`config.mk`:
```
export PLATFORM = sky130hd
export DESIGN_NAME = mem_ref_sequencer
export DESIGN_NICKNAME = d
export VERILOG_FILES = /design/src/rtl/mem_ref_sequencer.sv
export SDC_FILE = /design/constraint.sdc
export NUM_CORES = 1
export LEC_CHECK = 0
export CAP_MARGIN = 20
export CORE_ASPECT_RATIO = 0.6
export CORE_UTILIZATION = 41
export DETAILED_ROUTE_END_ITERATION = 10
export GPL_ROUTABILITY_DRIVEN = 0
export HOLD_SLACK_MARGIN = 0.06
export PLACE_DENSITY = 0.84
export SYNTH_ARGS = -nofsm -noshare
export SYNTH_HDL_FRONTEND = slang
export SYNTH_SLANG_ARGS = --single-unit
export TNS_END_PERCENT = 100
```
`constraint.sdc`:
```
create_clock -name i_clk -period 2.65 [get_ports i_clk]
set_input_delay 0.265 -clock i_clk [delete_from_list [all_inputs] [get_ports i_clk]]
set_output_delay 0.265 -clock i_clk [all_outputs]
set_load 0.02 [all_outputs]
```
`src/rtl/mem_ref_sequencer.sv`:
```
// Multi-cycle sequencer for LC-3 memory-reference instructions (LD/LDI/LDR/ST/STI/STR/LEA).
// Drives the address-calc selects, holds MAR/MDR, runs a req/ack memory handshake with a
// per-access timeout watchdog, and issues the register-file / condition-code write strobe.
module mem_ref_sequencer #(
    parameter int unsigned TIMEOUT = 255
) (
    input  logic        i_clk,
    input  logic        i_rst_n,
    input  logic        i_start,
    input  logic [15:0] i_instr,
    input  logic [15:0] i_addr_in,
    input  logic [15:0] i_marmux_in,
    input  logic [15:0] i_sr_data,
    output logic        o_addr1_sel,
    output logic [1:0]  o_addr2_sel,
    output logic        o_marmux_sel,
    output logic        o_mem_req,
    output logic        o_mem_we,
    output logic [15:0] o_mem_addr,
    output logic [15:0] o_mem_wdata,
    input  logic [15:0] i_mem_rdata,
    input  logic        i_mem_ack,
    output logic        o_rf_we,
    output logic [15:0] o_rf_wdata,
    output logic        o_ld_cc,
    output logic        o_busy,
    output logic        o_done,
    output logic        o_err
);

    localparam logic [3:0] OP_LD  = 4'b0010;
    localparam logic [3:0] OP_LDI = 4'b1010;
    localparam logic [3:0] OP_LDR = 4'b0110;
    localparam logic [3:0] OP_ST  = 4'b0011;
    localparam logic [3:0] OP_STI = 4'b1011;
    localparam logic [3:0] OP_STR = 4'b0111;
    localparam logic [3:0] OP_LEA = 4'b1110;

    localparam logic [2:0] ST_IDLE = 3'd0;
    localparam logic [2:0] ST_CALC = 3'd1;
    localparam logic [2:0] ST_IND  = 3'd2;
    localparam logic [2:0] ST_RD   = 3'd3;
    localparam logic [2:0] ST_WR   = 3'd4;
    localparam logic [2:0] ST_WB   = 3'd5;
    localparam logic [2:0] ST_FIN  = 3'd6;

    // Timer value on the last permitted no-ack cycle of an access.
    localparam logic [7:0] TIMER_LAST = 8'(TIMEOUT - 1);

    function automatic logic is_mem_op(input logic [3:0] op);
        case (op)
            OP_LD, OP_LDI, OP_LDR, OP_ST, OP_STI, OP_STR, OP_LEA: is_mem_op = 1'b1;
            default:                                              is_mem_op = 1'b0;
        endcase
    endfunction

    logic [2:0]  r_state;
    logic [3:0]  r_op;
    logic [15:0] r_mar;
    logic [15:0] r_mdr;
    logic [7:0]  r_timer;
    logic        r_err;

    logic [2:0]  w_state_nxt;
    logic [3:0]  w_op_nxt;
    logic [15:0] w_mar_nxt;
    logic [15:0] w_mdr_nxt;
    logic [7:0]  w_timer_nxt;
    logic        w_err_nxt;
    logic        w_pc_rel;
    logic        w_base_rel;

    // Only the opcode steers this block; DR/offset fields are consumed elsewhere.
    logic w_unused_instr;
    assign w_unused_instr = ^i_instr[11:0];

    assign w_pc_rel   = (r_op == OP_LD) || (r_op == OP_LDI) || (r_op == OP_ST) ||
                        (r_op == OP_STI) || (r_op == OP_LEA);
    assign w_base_rel = (r_op == OP_LDR) || (r_op == OP_STR);

    // Next-state, MAR/MDR loading and handshake watchdog.
    always_comb begin
        w_state_nxt = r_state;
        w_op_nxt    = r_op;
        w_mar_nxt   = r_mar;
        w_mdr_nxt   = r_mdr;
        w_timer_nxt = r_timer;
        w_err_nxt   = r_err;
        case (r_state)
            ST_IDLE: begin
                if (i_start) begin
                    w_op_nxt    = i_instr[15:12];
                    w_err_nxt   = 1'b0;
                    w_timer_nxt = 8'd0;
                    // Non-memory opcodes complete immediately without touching memory.
                    w_state_nxt = is_mem_op(i_instr[15:12]) ? ST_CALC : ST_FIN;
                end
            end
            ST_CALC: begin
                w_mar_nxt = i_addr_in;
                case (r_op)
                    OP_LEA: begin
                        // Capture the LEA result now while the selects are still driven.
                        w_mdr_nxt   = i_marmux_in;
                        w_state_nxt = ST_WB;
                    end
                    OP_LDI, OP_STI: w_state_nxt = ST_IND;
                    OP_LD, OP_LDR:  w_state_nxt = ST_RD;
                    OP_ST, OP_STR: begin
                        w_mdr_nxt   = i_sr_data;
                        w_state_nxt = ST_WR;
                    end
                    default:        w_state_nxt = ST_FIN;
                endcase
            end
            ST_IND, ST_RD, ST_WR: begin
                if (i_mem_ack) begin
                    w_timer_nxt = 8'd0;
                    case (r_state)
                        ST_IND: begin
                            w_mar_nxt = i_mem_rdata;
                            if (r_op == OP_STI) begin
                                w_mdr_nxt   = i_sr_data;
                                w_state_nxt = ST_WR;
                            end else begin
                                w_state_nxt = ST_RD;
                            end
                        end
                        ST_RD: begin
                            w_mdr_nxt   = i_mem_rdata;
                            w_state_nxt = ST_WB;
                        end
                        default: w_state_nxt = ST_FIN;
                    endcase
                end else if (r_timer == TIMER_LAST) begin
                    // Abort: skip any write-back, still signal completion.
                    w_err_nxt   = 1'b1;
                    w_timer_nxt = 8'd0;
                    w_state_nxt = ST_FIN;
                end else begin
                    w_timer_nxt = r_timer + 8'd1;
                end
            end
            ST_WB:   w_state_nxt = ST_FIN;
            ST_FIN:  w_state_nxt = ST_IDLE;
            default: w_state_nxt = ST_IDLE;
        endcase
    end

    // State and datapath registers; reset drops every output asynchronously.
    always_ff @(posedge i_clk or negedge i_rst_n) begin
        if (!i_rst_n) begin
            r_state <= ST_IDLE;
            r_op    <= 4'd0;
            r_mar   <= 16'd0;
            r_mdr   <= 16'd0;
            r_timer <= 8'd0;
            r_err   <= 1'b0;
        end else begin
            r_state <= w_state_nxt;
            r_op    <= w_op_nxt;
            r_mar   <= w_mar_nxt;
            r_mdr   <= w_mdr_nxt;
            r_timer <= w_timer_nxt;
            r_err   <= w_err_nxt;
        end
    end

    // Output decode from the registered state.
    always_comb begin
        o_addr1_sel  = 1'b0;
        o_addr2_sel  = 2'd3;
        o_marmux_sel = 1'b0;
        if (r_state == ST_CALC) begin
            if (w_pc_rel) begin
                o_addr1_sel = 1'b1;
                o_addr2_sel = 2'd1;
            end else if (w_base_rel) begin
                o_addr2_sel = 2'd2;
            end
        end
        o_mem_req   = (r_state == ST_IND) || (r_state == ST_RD) || (r_state == ST_WR);
        o_mem_we    = (r_state == ST_WR);
        o_mem_addr  = r_mar;
        o_mem_wdata = (r_state == ST_WR) ? r_mdr : 16'd0;
        o_rf_we     = (r_state == ST_WB);
        o_rf_wdata  = (r_state == ST_WB) ? r_mdr : 16'd0;
        o_ld_cc     = (r_state == ST_WB);
        o_busy      = (r_state != ST_IDLE);
        o_done      = (r_state == ST_FIN);
        o_err       = r_err;
    end

endmodule

```
==> results.cfg <==
[critical_path]
arrival_ps = 2230
worstSetupStartpointType = flip-flop
criticalPathCategory = flip-flop to output pin
crit_path_end_kind = output pin
path_max_fanout = 17
rr_startpoint = r_state[2]
cp-startpoint = r_state[2]
required_ps = 2380

[sta]
setup_viol = 0
hold_violations = 0
clock.fmax_mhz = 402
worst_pin_slew_ps = 531
min_period_ps = 2490
fin_skew_ps = 2.97
maxSlewViolCount = 0
fin_setup_tns_ps = 0
rsz0062_at_grt = no
relSlewSlack_pct = 64.6
period_share_pct = 94.0

[clock_tree]
cts-root-buf = clkbuf_16
htreeDepth = 2
clockBufferDepth = 2
cts.sinks = 48
cts_tree = done
cts_buffers = 5
worstSkewPairLatency_ps = 280
clk_pin_slew_ps = 60

[placed_design]
place.port_buffers = 129
dp_hpwl_mm = 7.18

[drt]
route.top_layer_used = met4
drtPass1Iterations = 7
wl_met3_um = 412
via_per_inst = 5.46
drtIter0Drc = 181
vias = 2811
drc = 3
wl_met2_mm = 4.41
routed_wl_mm = 9.12
wl_met1_mm = 4.26
wire_per_inst_um = 17.7
antenna_left = 0

[global_routing]
grt_max_degree = 33
grtUsageTotal_pct = 23.7
antenna_found_initial = 0
grt-ovfl-total = 0
grt_first_pass_wirelength_mm = 13.6
grt_pass1_vias = 2577

[yosys]
synth_edf_count = 0
syn_area_um2 = 2970
syn_nets = 390
ys_async_sr_fraction_pct = 100
syn_area_per_cell_um2 = 9.75
syn_inst = 304
ys_types = 51
yosys_most_used_dff = dfrtp_1
yosys_warnings = 0
ys_seq_area_share_pct = 40.5
ys_seq_elements = 48

[floorplan]
core_um2 = 6820
die_w_um = 112
rows = 23
start_util_pct = 43.5
die-area_um2 = 7590
die_h_um = 67.9
ios = 143

[power]
leakagePower_nw = 1.79
power_frac_seq_pct = 29.1
p_sw_share_pct = 41.5
p_sw_w = 0.00193
p_clk_share_pct = 12.5
finalPower_w = 0.00465
ir_drop_mv = 0.672
pwr-share-comb_pct = 58.4
power_density_nw_per_um2 = 1040
p_int_w = 0.00272

[flow_run]
drv_cap = 0

[final_layout]
drive_above_1_share_pct = 14.7
finalNetCount = 516
ff_latch_area_um2 = 1200
syn2layout_area_growth_pct = 50.3
multi_input_area_um2 = 1620
n_fill_cell = 568
antenna_cells = 0

[min_path]
hp-class = primary input to async pin

[outcome]
outcome = complete, but fails checks
violations = DRC
## final timing paths
kind	end	slack (ps)	depth (start not counted)
setup / recovery	o_mem_wdata[8]	160	4
hold / removal	r_op[2]	480	2
setup reg to reg	r_mdr[8]	460	4
hold reg to reg	o_err	510	2
max in group asynchronous	r_state[1]	1410	3
min in group i_clk	o_err	510	2
## synth_stat cells (3+ instances only)
cell type,n,area [µm²]
dfrtp_1,48,1200
and2_1,36,225
a21oi_1,19,95.1
mux2_2,19,214
nor2_1,19,71.3
mux2i_1,16,160
or2_2,16,100
inv_1,12,45.0
nand2_1,11,41.3
clkbuf_1,10,37.5
o21ai_0,10,50.1
o221a_1,10,113
nand3_1,8,40.0
o221a_2,6,67.6
a31oi_1,4,25.0
buf_4,4,30.0
nand2b_1,4,25.0
buf_2,3,15.0
o22ai_1,3,18.8
## final cells by class
cell class | count | area share [%]
Multi-Input combinational cell | 225 | 36.3
Timing Repair Buffer | 138 | 30.4
Clock buffer | 5 | 2.81
Inverter | 12 | 1.01
Sequential cell | 48 | 27.0
Tap cell | 87 | 2.44
## layer usage
layer  up-vias  global-route usage, %
met5         -                      0
met4         0                   4.39
met2        74                   37.6
met1      1386                   33.6
met3         5                   5.23
li1       1346                      -
## state kept, by name, summed over array words and instances, names as in the netlist
name        flops
o_mem_addr     16
r_mdr          16
r_timer         8
r_op            4
r_state         3
o_err           1
## critical path: stages, from the launching register on
cell	delay [ps]
dfrtp_1	610
nor3b_2	320
buf_4	240
and2_1	150
clkdlybuf4s50_1	620
## power by group through the flow
stage / clock network (W) / logic (W) / registers, W
floorplan: 0 / 0.00164 / 0.00138
global route: 0.000632 / 0.00290 / 0.00140
CTS: 0.000602 / 0.00271 / 0.00135
detailed placement: 0 / 0.00270 / 0.00136
finish: 0.000583 / 0.00271 / 0.00135
global placement: 0 / 0.00262 / 0.00133
## per-stage QoR
stage | instances | hold slack (ps) | setup slack (ps) | instance area, µm² | util, %
2_1_floorplan | 304 | -30.6 | 749 | 2970 | -
3_3_place_gp | 509 | 254 | 452 | 4320 | 63.3
3_5_place_dp | 509 | 255 | 377 | 4320 | 63.3
4_1_cts | 515 | 490 | 79.6 | 4450 | 65.3
5_1_grt | 515 | 530 | 34.1 | 4460 | 65.4
6_report | 515 | 477 | 160 | 4460 | 65.4
## kinds of logic (layout without fill, tap and decap cells)
family          Yosys count  in the layout  share of synthesized area [%]
compound gates           72             72                           18.4
fa+ha+maj                 2              2                          0.844
buf+inv                  31            155                           5.06
flops                    48             48                           40.5
mux                      35             35                           12.6
other cells               1              1                          0.126
simple gates            115            115                           22.4
## cells in the final DEF (no fill, tap or decap), drive strengths merged, types with 3 or more instances in the layout
| master | n |
|---|---|
| nand3 | 8 |
| o31ai | 3 |
| mux2 | 19 |
| nor2 | 20 |
| dfrtp | 48 |
| inv | 12 |
| nand2b | 4 |
| clkdlybuf4s50 | 128 |
| buf | 9 |
| o221a | 16 |
| a31oi | 4 |
| nand2 | 11 |
| and2 | 36 |
| or2 | 16 |
| o22ai | 3 |
| a21oi | 19 |
| clkbuf | 5 |
| o21ai | 10 |
| mux2i | 16 |
## what timing repair did
| item | 4_1_cts | 5_1_grt |
|---|---|---|
| setup endpoints to repair | 0 | 2 |
| endpoints found under the hold margin | 21 | 0 |
| hold buffers | 1 | 0 |
| setup buffers | 0 | 0 |
| resized for setup | 0 | 2 |
(Power assumes the default switching activity.)
